## src/rtl/datamem_responder_if.sv

```systemverilog
// LD/ST request channel (valid/ready) and fixed-latency read-response channel.
interface datamem_responder_if;
    logic        req_valid;
    logic        req_ready;
    logic        req_we;
    logic [15:0] req_addr;
    logic [15:0] req_wdata;
    logic        rsp_valid;
    logic [15:0] rsp_data;

    modport master (
        output req_valid, req_we, req_addr, req_wdata,
        input  req_ready, rsp_valid, rsp_data
    );

    modport slave (
        input  req_valid, req_we, req_addr, req_wdata,
        output req_ready, rsp_valid, rsp_data
    );
endinterface

```

## src/rtl/datamem_responder.sv

```systemverilog
// Data-memory responder: posted stores through a write buffer, loads forwarded from newest buffered store.
// Latency: load response READ_LAT cycles after accept; stores retire in the background, WR_CYCLES each.
// Backpressure: req_ready low while a load is outstanding or the write buffer is full; no response backpressure.
module datamem_responder #(
    parameter int ADDR_BITS = 8,
    parameter int READ_LAT  = 2,
    parameter int WB_DEPTH  = 4,
    parameter int WR_CYCLES = 2
) (
    input  logic                        clock,
    input  logic                        reset,
    datamem_responder_if.slave          bus,
    output logic [$clog2(WB_DEPTH):0]   wb_count,
    output logic                        idle
);
    localparam int PTR_W = $clog2(WB_DEPTH);
    localparam int CNT_W = PTR_W + 1;
    localparam int DR_W  = (WR_CYCLES > 1) ? $clog2(WR_CYCLES) : 1;
    localparam int WT_W  = (READ_LAT > 2) ? $clog2(READ_LAT - 1) : 1;
    localparam int DEPTH = 1 << ADDR_BITS;

    localparam logic [CNT_W-1:0] WB_FULL   = CNT_W'(WB_DEPTH);
    localparam logic [DR_W-1:0]  WR_LAST   = DR_W'(WR_CYCLES - 1);
    localparam logic [WT_W-1:0]  WAIT_INIT = WT_W'((READ_LAT >= 2) ? READ_LAT - 2 : 0);

    localparam logic [1:0] ST_IDLE = 2'd0;
    localparam logic [1:0] ST_WAIT = 2'd1;
    localparam logic [1:0] ST_RESP = 2'd2;

    logic [1:0]       state_q, state_d;
    logic [WT_W-1:0]  wait_q, wait_d;
    logic [PTR_W-1:0] head_q, head_d;
    logic [PTR_W-1:0] tail_q, tail_d;
    logic [CNT_W-1:0] count_q, count_d;
    logic [DR_W-1:0]  drain_q, drain_d;
    logic [15:0]      cap_q, cap_d;
    logic [15:0]      rsp_data_q, rsp_data_d;

    logic [ADDR_BITS-1:0] wb_addr_q [WB_DEPTH];
    logic [15:0]          wb_data_q [WB_DEPTH];
    logic [15:0]          mem_q     [DEPTH];

    logic                 ready;
    logic                 accept, push, pop, load_acc, busy;
    logic [ADDR_BITS-1:0] addr_idx;
    logic [PTR_W-1:0]     fwd_idx;
    logic [15:0]          fwd_val;
    logic                 unused_addr_hi;

    assign addr_idx       = bus.req_addr[ADDR_BITS-1:0];
    assign unused_addr_hi = ^bus.req_addr[15:ADDR_BITS];

    assign ready         = reset && (state_q == ST_IDLE) && (count_q < WB_FULL);
    assign bus.req_ready = ready;
    assign accept        = bus.req_valid && ready;
    assign push          = accept && bus.req_we;
    assign load_acc      = accept && !bus.req_we;

    assign busy = (count_q != '0);
    assign pop  = busy && (drain_q == WR_LAST);

    // Walk oldest to newest so the last hit is the youngest store to this word.
    always_comb begin
        fwd_val = mem_q[addr_idx];
        fwd_idx = head_q;
        for (int i = 0; i < WB_DEPTH; i++) begin
            fwd_idx = head_q + PTR_W'(i);
            if ((CNT_W'(i) < count_q) && (wb_addr_q[fwd_idx] == addr_idx)) begin
                fwd_val = wb_data_q[fwd_idx];
            end
        end
    end

    always_comb begin
        drain_d = (!busy || pop) ? '0 : drain_q + DR_W'(1);
        head_d  = pop  ? head_q + PTR_W'(1) : head_q;
        tail_d  = push ? tail_q + PTR_W'(1) : tail_q;
        count_d = count_q;
        case ({push, pop})
            2'b10:   count_d = count_q + CNT_W'(1);
            2'b01:   count_d = count_q - CNT_W'(1);
            default: count_d = count_q;
        endcase
    end

    always_comb begin
        state_d = state_q;
        wait_d  = wait_q;
        cap_d   = cap_q;
        case (state_q)
            ST_IDLE: begin
                if (load_acc) begin
                    cap_d   = fwd_val;
                    wait_d  = WAIT_INIT;
                    state_d = (READ_LAT == 1) ? ST_RESP : ST_WAIT;
                end
            end
            ST_WAIT: begin
                if (wait_q == '0) state_d = ST_RESP;
                else              wait_d  = wait_q - WT_W'(1);
            end
            ST_RESP: state_d = ST_IDLE;
            default: state_d = ST_IDLE;
        endcase
        // With a one-cycle latency the capture register is bypassed on the accept edge.
        rsp_data_d = rsp_data_q;
        if (state_d == ST_RESP) begin
            rsp_data_d = load_acc ? fwd_val : cap_q;
        end
    end

    always_ff @(posedge clock or negedge reset) begin
        if (!reset) begin
            state_q    <= ST_IDLE;
            wait_q     <= '0;
            head_q     <= '0;
            tail_q     <= '0;
            count_q    <= '0;
            drain_q    <= '0;
            cap_q      <= '0;
            rsp_data_q <= '0;
        end else begin
            state_q    <= state_d;
            wait_q     <= wait_d;
            head_q     <= head_d;
            tail_q     <= tail_d;
            count_q    <= count_d;
            drain_q    <= drain_d;
            cap_q      <= cap_d;
            rsp_data_q <= rsp_data_d;
        end
    end

    // Buffer entries and storage are plain RAM: only the pointers carry reset.
    always_ff @(posedge clock) begin
        if (push) begin
            wb_addr_q[tail_q] <= addr_idx;
            wb_data_q[tail_q] <= bus.req_wdata;
        end
        if (pop) begin
            mem_q[wb_addr_q[head_q]] <= wb_data_q[head_q];
        end
    end

    assign bus.rsp_valid = (state_q == ST_RESP);
    assign bus.rsp_data  = rsp_data_q;
    assign wb_count      = count_q;
    assign idle          = (state_q == ST_IDLE) && (count_q == '0);
endmodule

```

## src/flat_wrapper.sv

```systemverilog
// flat-port wrapper written by rule: the top's interface ports become plain ports
module datamem_responder_flat 
#(
    parameter int ADDR_BITS = 8,
    parameter int READ_LAT  = 2,
    parameter int WB_DEPTH  = 4,
    parameter int WR_CYCLES = 2
)
  (clock, reset, wb_count, idle, bus_req_valid, bus_req_we, bus_req_addr, bus_req_wdata, bus_req_ready, bus_rsp_valid, bus_rsp_data);
  datamem_responder_if bus_i ();
  input  logic clock;
  input  logic reset;
  output logic [$clog2(WB_DEPTH):0] wb_count;
  output logic idle;
  input wire logic [$bits(bus_i.req_valid)-1:0] bus_req_valid;
  input wire logic [$bits(bus_i.req_we)-1:0] bus_req_we;
  input wire logic [$bits(bus_i.req_addr)-1:0] bus_req_addr;
  input wire logic [$bits(bus_i.req_wdata)-1:0] bus_req_wdata;
  output wire logic [$bits(bus_i.req_ready)-1:0] bus_req_ready;
  output wire logic [$bits(bus_i.rsp_valid)-1:0] bus_rsp_valid;
  output wire logic [$bits(bus_i.rsp_data)-1:0] bus_rsp_data;
  assign bus_i.req_valid = bus_req_valid;
  assign bus_i.req_we = bus_req_we;
  assign bus_i.req_addr = bus_req_addr;
  assign bus_i.req_wdata = bus_req_wdata;
  assign bus_req_ready = bus_i.req_ready;
  assign bus_rsp_valid = bus_i.rsp_valid;
  assign bus_rsp_data = bus_i.rsp_data;
  datamem_responder #(.ADDR_BITS(ADDR_BITS), .READ_LAT(READ_LAT), .WB_DEPTH(WB_DEPTH), .WR_CYCLES(WR_CYCLES)) u_core (.clock(clock), .reset(reset), .bus(bus_i), .wb_count(wb_count), .idle(idle));
endmodule
```

## config.mk

```make
export PLATFORM = sky130hd
export DESIGN_NAME = datamem_responder_flat
export DESIGN_NICKNAME = d
export VERILOG_FILES = /design/src/rtl/datamem_responder_if.sv /design/src/rtl/datamem_responder.sv /design/src/flat_wrapper.sv
export SDC_FILE = /design/constraint.sdc
export NUM_CORES = 2
export LEC_CHECK = 0
export CAP_MARGIN = 20
export CORE_MARGIN = 4
export CORE_UTILIZATION = 63
export CTS_CLUSTER_SIZE = 30
export DETAILED_ROUTE_END_ITERATION = 6
export PLACE_DENSITY = 0.79
export SYNTH_ARGS = -nofsm -noshare
export SYNTH_HDL_FRONTEND = slang
export SYNTH_MEMORY_MAX_BITS = 65536
export SYNTH_SLANG_ARGS = --single-unit
```

## constraint.sdc

```tcl
create_clock -name clock -period 21.1 [get_ports clock]
set_input_delay 4.22 -clock clock [delete_from_list [all_inputs] [get_ports clock]]
set_output_delay 4.22 -clock clock [all_outputs]
set_load 0.005 [all_outputs]
```

==> flow_metrics.env <==
export IMPL_outcome="finished, violations left"
export IMPL_failed_checks="slew limit"
export IMPL_yosys_warnings=0
export IMPL_synth_xor_area_share_pct=0.1857
export IMPL_grt_max_degree=241
export IMPL_r2r_end="u_core.mem_q[24][8]"
export IMPL_timing_hold_ws_ns=0.4753
export IMPL_hold_viol=0
export IMPL_hp_start="u_core.drain_q"
export IMPL_placed_area_mm2=0.1703
export IMPL_synth_compound_area_share_pct=3.389
export IMPL_cts_tree="done"
export IMPL_drtIter0Drc=15504
export IMPL_yosys_area_share_simple_pct=2.160
export IMPL_maxSlewViolCount=55
export IMPL_powerDensity_mw_per_mm2=113.7
export IMPL_routed_wl_um=447700
export IMPL_clk_path_buf_depth=4
export IMPL_slew_headroom_pct=-6.031
export IMPL_hold_end="u_core.drain_q"
export IMPL_cts_root_buf="clkbuf_16"
export IMPL_nNetsFinal=8177
export IMPL_fmax_ghz=0.1033
export IMPL_crit_required_ns=16.88
export IMPL_rsz0062_at_grt="false"
export IMPL_firstDrtPassIters=7
export IMPL_p_int_uw=15240
export IMPL_met3_usage_pct=10.77
export IMPL_grt_pass1_vias=85915
export IMPL_fin_tns_setup_ns=0
export IMPL_start_util_pct=63.44
export IMPL_synth_edf_count=4192
export IMPL_globalRouteMet1Util_pct=44.55
export IMPL_cts_setup_buffers=0
export IMPL_seqPwrFrac_pct=52.4
export IMPL_viasPerCell=7.327
export IMPL_die_w_um=519.9
export IMPL_pwr_share_comb_pct=14.5
export IMPL_pin_count=58
export IMPL_h_tree_depth=5
export IMPL_cp_max_fo=7
export IMPL_drtAntennaViolNets=0
export IMPL_synthAdderAreaFrac_pct=0.06822
export IMPL_place_congestion=0.8968
export IMPL_timing_rr_start="u_core.head_q[1]"
export IMPL_cts_hold_buffers=0
export IMPL_cts_resized=0
export IMPL_cpPeakStageDelay_ns=0.60
export IMPL_design_area_mm2=0.1829
export IMPL_finClkSkew_ns=0.04925
export IMPL_pwr_share_clk_pct=33.1
export IMPL_syn_inst=7728
export IMPL_grt_use_met2_pct=50.00
export IMPL_synth_top_family_by_area="multiplexers"
export IMPL_cts_buffers=395
export IMPL_grt_pass1_wl_um=637000
export IMPL_swShare_pct=26.75
export IMPL_critPathKind="input port to primary output"
export IMPL_syn_avg_cell_area_um2=21.36
export IMPL_vias=87708
export IMPL_drc=0
export IMPL_rows=187
export IMPL_top_usage_layer="met2"
export IMPL_vdd_drop_max_mv=0.1363
export IMPL_fp_dieH_um=519.9
export IMPL_grt_use_total_pct=33.05
export IMPL_min_delay_path_class="flop to flop"
export IMPL_ys_ff_latch=4234
export IMPL_max_cap_violations=0
export IMPL_synth_mux_area_share_pct=15.32
export IMPL_syn_to_final_growth_pct=10.82
export IMPL_setup_viol=0
export IMPL_period_minus_slack_ns=9.679
export IMPL_grt_ovfl_total=0
export IMPL_worst_r2r_cell_count=6
export IMPL_cts_clk_slew_worst_paths_ns=0.06
export IMPL_whs_path_depth=1
export IMPL_core_mm2=0.2602
export IMPL_post_drt_wl_per_cell_um=37.41
export IMPL_worstSetupStartpointType="input port"
export IMPL_crit_slowest_cell="clkdlybuf4s50_1"
export IMPL_seq_area_frac_synth_pct=76.90
export IMPL_arrival_ns=5.46
export IMPL_endpoint_kind="primary output"
export IMPL_synth_main_ff_cell="edfxtp_1"
export IMPL_synth_cell_types=88
export IMPL_synth_nets=7773
export IMPL_io_buffer_count=49
export IMPL_antenna_found_initial=34
export IMPL_post_dp_hpwl_um=245100
export IMPL_power_switching_uw=5565
export IMPL_die_area_mm2=0.2703
export IMPL_rrSetupSlack_ns=15.46
export IMPL_clk_latency_ns=0.94
export IMPL_netlist_area_mm2=0.1651
export IMPL_finalCritPeriodShare_pct=45.87
export IMPL_power_leakage_uw=0.05785
export IMPL_max_slew_worst_pin_slew_ns=1.590
export IMPL_synthArstFlopShare_pct=0.9920
export IMPL_worstPathCellList="buf_2 > nor4b_1 > clkdlybuf4s50_1"
export IMPL_drive_gt1_share_pct=24.04
export IMPL_clock_sink_count=4234
worst max path at each step:
stage / cells after the start / to / from
finish: 3 / bus_req_ready / reset
global route: 3 / bus_req_ready / reset
CTS: 3 / bus_req_ready / reset
detailed placement: 12 / u_core.cap_q[0] / bus_req_addr[1]
global placement: 12 / u_core.cap_q[13] / bus_req_addr[1]
floorplan: 6 / u_core.mem_q[0][8] / u_core.head_q[1]
layout by cell type, fill, tap and decap left out, types with 10 or more instances in the layout:
cell             instances
edfxtp_1              4192
mux4_2                 906
mux2i_1                409
clkbuf_16              401
buf_4                  380
nor2_1                 293
nand2_1                225
a22oi_1                130
a21oi_1                128
o22ai_1                121
clkbuf_1                98
clkinv_1                81
clkinv_2                78
o21ai_0                 72
a221oi_1                70
nor2_2                  48
a22o_1                  48
nor3_1                  46
a211oi_1                45
mux2_2                  45
nand3_1                 43
clkdlybuf4s50_1         42
dfrtp_1                 40
xnor2_1                 28
diode_2                 27
o221ai_1                27
bufinv_16               27
nor4_1                  25
a2111oi_0               25
a31oi_1                 23
and2_1                  19
nor2b_1                 15
buf_12                  14
o211ai_1                12
clkinvlp_4              12
buf_8                   12
mux4_4                  11
inv_1                   10
stage by stage:
stage	std cells	util (%)	setup WS, ns	power (uW)
after global routing	11944	70.28	11.33	21330
after global placement	11191	65.39	10.56	13750
final	11970	70.31	11.42	20800
after floorplan	7728	-	7.381	12860
after CTS	11916	70.13	10.72	20680
after detailed placement	11204	65.45	10.53	13940
critical path, delay by kind of cell:
family / cells / cell delay [ns]
and+or+nand+nor: 1 / 0.46
buffers and inverters: 2 / 0.78
registers in the layout, summed over array words and instances (netlist names):
register and flops:
u_core.mem_q 4096, u_core.wb_data_q 64, u_core.wb_addr_q 32, u_core.bus.rsp_data 16
u_core.cap_q 16, u_core.wb_count 3, u_core.head_q 2, u_core.state_q 2
u_core.tail_q 2, u_core.drain_q 1
cells by family after synthesis:
logic type | after synthesis
xor gates and xnor gates | 35
and+or+nand+nor | 803
DFF | 4234
adders and majority gates | 9
buffers and inverters | 480
muxes | 1373
AOI/OAI and AO/OA | 794
area by class of cell:
cell class,instances,area (um2)
Tap cell,3496,4374
Fill cell,14334,77250
Timing Repair Buffer,474,4086
Clock buffer,501,10430
Inverter,13,55.05
Sequential cell,4234,126900
Antenna cell,27,67.56
Clock inverter,211,1754
Multi-Input combinational cell,3014,35230
synth_stat cells, types with 42 or more instances:
cell type	instances	area, um2
a211oi_1	45	337.8
a21oi_1	132	660.6
a221oi_1	70	613.1
a22o_1	48	420.4
a22oi_1	130	975.9
buf_2	93	465.5
buf_4	94	705.7
buf_6	78	878.3
clkbuf_1	151	566.8
dfrtp_1	42	1051
edfxtp_1	4192	125900
mux2_2	45	506.7
mux2i_1	409	4094
mux4_2	917	20650
nand2_1	225	844.6
nand3_1	47	235.2
nor2_1	343	1287
nor3_1	47	235.2
o21ai_0	73	365.4
o22ai_1	121	757.0
metal layers:
| layer | routed length (um) | vias up |
|---|---|---|
| met3 | 66810 | 1478 |
| met5 | 324 | - |
| met2 | 208300 | 8129 |
| met4 | 25380 | 28 |
| li1 | - | 33299 |
| met1 | 146900 | 44774 |
power by group through the flow:
stage	clock network (uW)	logic (uW)	registers (uW)
CTS	6890	2890	10900
global placement	0	2700	11000
floorplan	0	1540	11300
finish	6880	3020	10900
global route	7280	3140	10900
detailed placement	0	2870	11100
Power figures use the tool's default switching activity.
